===== config.mk =====
export PLATFORM = sky130hd
export DESIGN_NAME = ramsdp_rdstream_flat
export DESIGN_NICKNAME = d
export VERILOG_FILES = /design/src/rtl/ramsdp_rdstream_if.sv /design/src/rtl/ramsdp_rdstream.sv /design/src/flat_wrapper.sv
export SDC_FILE = /design/constraint.sdc
export NUM_CORES = 1
export LEC_CHECK = 0
export ABC_AREA = 1
export BUFFER_PORTS_ARGS = -buffer_cell sky130_fd_sc_hd__buf_2
export CORE_MARGIN = 4
export CORE_UTILIZATION = 62
export DETAILED_ROUTE_END_ITERATION = 10
export GPL_ROUTABILITY_DRIVEN = 0
export PLACE_DENSITY = 0.85
export SLEW_MARGIN = 20
export SYNTH_ARGS = -nofsm -noshare
export SYNTH_HDL_FRONTEND = slang
export SYNTH_SLANG_ARGS = --single-unit

===== constraint.sdc =====
create_clock -name clk -period 5.29 [get_ports clk]
set_input_delay 0.529 -clock clk [delete_from_list [all_inputs] [get_ports clk]]
set_output_delay 0.529 -clock clk [all_outputs]
set_load 0.02 [all_outputs]

===== src/rtl/ramsdp_rdstream_if.sv =====
// Bundles the burst-control, memory read-port and output-stream signals of ramsdp_rdstream.
interface ramsdp_rdstream_if #(
    parameter int DW = 32,
    parameter int AW = 6
);
    logic          start;
    logic [AW-1:0] base_addr;
    logic [AW:0]   len;
    logic          busy;
    logic          done;
    logic          ram_en_b;
    logic [AW-1:0] ram_addr_b;
    logic [DW-1:0] ram_dout_b;
    logic          out_valid;
    logic          out_ready;
    logic [DW-1:0] out_data;
    logic          out_last;

    modport master (
        output start, base_addr, len, ram_dout_b, out_ready,
        input  busy, done, ram_en_b, ram_addr_b, out_valid, out_data, out_last
    );

    modport slave (
        input  start, base_addr, len, ram_dout_b, out_ready,
        output busy, done, ram_en_b, ram_addr_b, out_valid, out_data, out_last
    );
endinterface


===== src/rtl/ramsdp_rdstream.sv =====
// Streams a len-word burst from a simple-dual-port RAM read port into a valid/ready stream.
// out_valid follows the first read by 2 cycles; reads stall while FIFO words plus the in-flight read reach 3.
module ramsdp_rdstream #(
    parameter int DW = 32,
    parameter int AW = 6
) (
    input logic               clk,
    input logic               rst,
    ramsdp_rdstream_if.slave  bus
);
    typedef enum logic [1:0] {IDLE, ISSUE, DRAIN} state_t;

    state_t        state, state_nxt;
    logic [AW-1:0] addr;
    logic [AW:0]   remain;
    logic          pend, pend_last;
    logic          done_q;
    logic [DW-1:0] fifo_dat [3];
    logic [2:0]    fifo_last;
    logic [1:0]    rd_ptr, wr_ptr, count;
    logic          accept, issue, push, pop, final_hs, last_issue;

    function automatic logic [1:0] ptr_inc(input logic [1:0] p);
        return (p == 2'd2) ? 2'd0 : p + 2'd1;
    endfunction

    // Issue decision uses only registered state, so out_ready never reaches the RAM port.
    assign accept     = (state == IDLE) && bus.start && (bus.len != '0);
    assign issue      = (state == ISSUE) && ((3'(count) + 3'(pend)) < 3'd3);
    assign last_issue = issue && (remain == (AW+1)'(1));
    assign push       = pend;
    assign pop        = (count != 2'd0) && bus.out_ready;
    assign final_hs   = pop && fifo_last[rd_ptr];

    always_ff @(posedge clk) begin
        if (rst) state <= IDLE;
        else     state <= state_nxt;
    end

    always_comb begin
        state_nxt = state;
        case (state)
            IDLE:    if (accept)     state_nxt = ISSUE;
            ISSUE:   if (last_issue) state_nxt = DRAIN;
            DRAIN:   if (final_hs)   state_nxt = IDLE;
            default:                 state_nxt = IDLE;
        endcase
    end

    always_comb begin
        bus.busy       = (state != IDLE);
        bus.done       = done_q;
        bus.ram_en_b   = issue;
        bus.ram_addr_b = addr;
        bus.out_valid  = (count != 2'd0);
        bus.out_data   = fifo_dat[rd_ptr];
        bus.out_last   = (count != 2'd0) && fifo_last[rd_ptr];
    end

    always_ff @(posedge clk) begin
        if (rst) begin
            addr      <= '0;
            remain    <= '0;
            pend      <= 1'b0;
            pend_last <= 1'b0;
            done_q    <= 1'b0;
            rd_ptr    <= 2'd0;
            wr_ptr    <= 2'd0;
            count     <= 2'd0;
            fifo_last <= 3'b000;
            for (int i = 0; i < 3; i++) fifo_dat[i] <= '0;
        end else begin
            done_q    <= final_hs;
            pend      <= issue;
            pend_last <= last_issue;
            if (accept) begin
                addr   <= bus.base_addr;
                remain <= bus.len;
            end else if (issue) begin
                addr   <= addr + 1'b1;
                remain <= remain - 1'b1;
            end
            // RAM data is valid in the cycle after issue; the last-word tag travels with it.
            if (push) begin
                fifo_dat[wr_ptr]  <= bus.ram_dout_b;
                fifo_last[wr_ptr] <= pend_last;
                wr_ptr            <= ptr_inc(wr_ptr);
            end
            if (pop) rd_ptr <= ptr_inc(rd_ptr);
            case ({push, pop})
                2'b10:   count <= count + 2'd1;
                2'b01:   count <= count - 2'd1;
                default: count <= count;
            endcase
        end
    end
endmodule

===== src/flat_wrapper.sv =====
// flat-port wrapper written by rule: the top's interface ports become plain ports
module ramsdp_rdstream_flat 
#(
    parameter int DW = 32,
    parameter int AW = 6
)
  (clk, rst, bus_start, bus_base_addr, bus_len, bus_ram_dout_b, bus_out_ready, bus_busy, bus_done, bus_ram_en_b, bus_ram_addr_b, bus_out_valid, bus_out_data, bus_out_last);
  ramsdp_rdstream_if #(.DW(DW), .AW(AW)) bus_i ();
  input logic clk;
  input logic rst;
  input wire logic [$bits(bus_i.start)-1:0] bus_start;
  input wire logic [$bits(bus_i.base_addr)-1:0] bus_base_addr;
  input wire logic [$bits(bus_i.len)-1:0] bus_len;
  input wire logic [$bits(bus_i.ram_dout_b)-1:0] bus_ram_dout_b;
  input wire logic [$bits(bus_i.out_ready)-1:0] bus_out_ready;
  output wire logic [$bits(bus_i.busy)-1:0] bus_busy;
  output wire logic [$bits(bus_i.done)-1:0] bus_done;
  output wire logic [$bits(bus_i.ram_en_b)-1:0] bus_ram_en_b;
  output wire logic [$bits(bus_i.ram_addr_b)-1:0] bus_ram_addr_b;
  output wire logic [$bits(bus_i.out_valid)-1:0] bus_out_valid;
  output wire logic [$bits(bus_i.out_data)-1:0] bus_out_data;
  output wire logic [$bits(bus_i.out_last)-1:0] bus_out_last;
  assign bus_i.start = bus_start;
  assign bus_i.base_addr = bus_base_addr;
  assign bus_i.len = bus_len;
  assign bus_i.ram_dout_b = bus_ram_dout_b;
  assign bus_i.out_ready = bus_out_ready;
  assign bus_busy = bus_i.busy;
  assign bus_done = bus_i.done;
  assign bus_ram_en_b = bus_i.ram_en_b;
  assign bus_ram_addr_b = bus_i.ram_addr_b;
  assign bus_out_valid = bus_i.out_valid;
  assign bus_out_data = bus_i.out_data;
  assign bus_out_last = bus_i.out_last;
  ramsdp_rdstream #(.DW(DW), .AW(AW)) u_core (.clk(clk), .rst(rst), .bus(bus_i));
endmodule

==> impl_metrics.json <==
{
  "status": "finished, final reports clean",
  "fp.dieW_um": 113.5,
  "switching_power_uw": 853.7,
  "clockBufferDepth": 2,
  "layout_common_cells": "nor2_1 (178), edfxtp_1 (128), buf_2 (91)",
  "path_max_fanout": 33,
  "grt_first_pass_wirelength_um": 26050,
  "fmax_ghz": 0.2830,
  "syn_nets": 741,
  "synth.top_cell.area_share_pct": 55.74,
  "regToRegSetupSlack_ns": 2.52,
  "vias_per_cell": 5.749,
  "post-cts-setup-buffers": 0,
  "htreeDepth": 4,
  "hp-class": "in2reg",
  "r2r_cells": 2,
  "ir_drop_uv": 206.3,
  "synth_area_leader_cell": "edfxtp_1",
  "numCtsBuffers": 17,
  "worst-path-buf-inv": 2,
  "dp_slack_ns": 1.944,
  "hold_viol": 0,
  "placed_cell_area_um2": 7370,
  "numPortBuffers": 91,
  "antenna_found_initial": 0,
  "postSynth.asyncResetShare_pct": 0,
  "totalPowerFinal_mw": 3.108,
  "synthXorXnorAreaFrac_pct": 0.6351,
  "drc": 0,
  "holdPathStages": 1,
  "worst_hold_slack_ns": 0.1919,
  "crit_type": "reg2out",
  "grt.overflow.total": 0,
  "dpl.hpwl_um": 9212,
  "max_slew_margin_pct": 25.86,
  "area_growth_pct": 15.17,
  "final.min_clock_period_ns": 3.533,
  "drv_cap": 0,
  "start_util_pct": 63.61,
  "critPathRequiredTime_ns": 4.76,
  "synthAdderAreaFrac_pct": 1.089,
  "ys_warn_count": 0,
  "cts-root-buf": "clkbuf_8",
  "internal_power_mw": 2.255,
  "synthTopCellsByArea": "edfxtp_1 (56%), nor2_1 (9.7%), dfxtp_1 (8.4%)",
  "path_depth": 4,
  "synthDistinctLibCells": 34,
  "core.rowCount": 38,
  "nNetsFinal": 817,
  "timing.final.crit_share_pct": 66.79,
  "setup_viol": 0,
  "drive_gt1_share_pct": 18.45,
  "cts_resized": 0,
  "finalWorstSetupSlack_ns": 1.757,
  "cts_sinks": 157,
  "ys_ff_latch": 157,
  "cts_tree": "built",
  "dieArea_um2": 12870,
  "final_common_cell": "nor2_1",
  "fin_setup_tns_ns": 0,
  "synthCells": 686,
  "yosysSeqAreaShare_pct": 64.16,
  "die_h_um": 113.5,
  "rsz0062_at_grt": "false",
  "vias": 5260,
  "synthMuxAreaShare_pct": 0,
  "combinationalPowerShare_pct": 15.3,
  "worstMarginPinSlew_ns": 1.110,
  "first_pass_iters": 6,
  "ioPinCount": 92,
  "syn-cell-area_um2": 6895,
  "synthFlopType": "edfxtp_1",
  "fp.coreArea_um2": 10840,
  "syn_avg_cell_area_um2": 10.05,
  "switching_share_pct": 27.46,
  "diodes": 0,
  "crit_chain": "inv_1 -> o21ai_0 -> o22ai_1 -> buf_2",
  "p_per_area_nw_per_um2": 391.4,
  "wl_um": 15940,
  "worst_clock_skew_ns": 0.007677,
  "clk_pin_slew_ns": 0.06,
  "pwr-share-clk_pct": 38.1,
  "slew_viol_final": 0,
  "cp_top_family": "flip-flops",
  "synth-edff-count": 128,
  "drt_iter0_markers": 558,
  "synth_top_family_by_area": "simple AND/OR/NAND/NOR gates",
  "synth-simple-area-share_pct": 17.73,
  "start_kind": "register",
  "leakage_nw": 3.387,
  "ctsHoldBuffers": 0,
  "grt_pass1_vias": 5403,
  "max_stage_delay_ns": 1.03,
  "grt_start_max_net_pins": 66,
  "insertion_delay_ns": 0.53,
  "wl_per_cell_um": 17.42,
  "grt_use_total_pct": 25.83,
  "drt.antenna.violating_nets": 0,
  "end_kind": "primary output",
  "final_area_um2": 7941,
  "synth-compound-area-share_pct": 9.871,
  "seqPwrFrac_pct": 46.5,
  "cp.arrival_ns": 3.00,
  "worst_path_max_delay_cell": "dfxtp_1"
}
-- sequential cells by signal (all words and copies together), names as in the netlist, named ones only --
| name | flops |
|---|---|
| u_core.count | 2 |
| u_core.state | 2 |
| u_core.fifo_dat | 128 |
| u_core.fifo_last | 3 |
| u_core.pend_last | 1 |
| u_core.remain | 7 |
| u_core.bus.ram_addr_b | 6 |
| u_core.rd_ptr | 2 |
| u_core.bus.done | 1 |
| u_core.wr_ptr | 2 |
| u_core.pend | 1 |
-- Yosys cell counts, types with 3 or more instances --
cell and number:
inv_1 66, a21oi_2 4, xnor2_1 3, edfxtp_1 128, dfxtp_1 29, nand3_1 40
nand2_1 53, ha_1 6, buf_6 3, o21ai_0 67, inv_2 5, o21ai_1 3
clkbuf_1 15, buf_2 17, o22ai_1 33, a21oi_1 10, nor2_1 179
-- power groups by stage --
stage | Sequential (mW) | Combinational (mW) | Clock (mW)
after floorplan | 1.44 | 0.346 | 0
after global routing | 1.46 | 0.525 | 1.24
final | 1.45 | 0.477 | 1.18
after global placement | 1.47 | 0.456 | 0
after detailed placement | 1.47 | 0.473 | 0
after CTS | 1.45 | 0.478 | 1.18
-- kinds of logic after synthesis --
logic type      after synthesis
xor+xnor                      5
compound gates              121
flops                       157
fa+ha+maj                     6
buf+inv                     107
simple gates                290
-- final timing paths --
kind / start / to
max: register / bus_out_data[20]
max reg2reg: u_core.pend / u_core.fifo_dat[2][24]
min reg2reg: u_core.fifo_last[2] / u_core.fifo_last[2]
min: bus_ram_dout_b[16] / u_core.fifo_dat[3][16]
-- per-layer routing --
metal / global-route usage, % / part of all wire [%] / vias up
met1: 29.47 / 38 / 2532
met4: 10.58 / 2.4 / 0
met2: 47.19 / 53 / 223
met3: 5.199 / 6.7 / 34
li1: - / - / 2471
met5: 0 / 0 / -
-- cell type report --
cell class / count / area, µm²
timing repair buffer: 93 / 470.5
inverter: 71 / 266.5
multi-input combinational: 422 / 2032
clock inverter: 14 / 151.4
tap: 140 / 175.2
fill: 725 / 2899
sequential: 157 / 4428
clock buffer: 18 / 417.9
-- worst reg2reg max path: stages (launching register included) --
cell and delay [ns]:
dfxtp_1 0.50, nand4_2 0.82, nand2_2 1.06
-- through the flow --
stage / utilization (%) / std cells
detailed placement: 67.98 / 883
global placement: 67.98 / 883
floorplan: - / 686
global route: 73.26 / 915
CTS: 73.23 / 915
finish: 73.26 / 915
No activity file was read; power rests on OpenSTA's default activity.
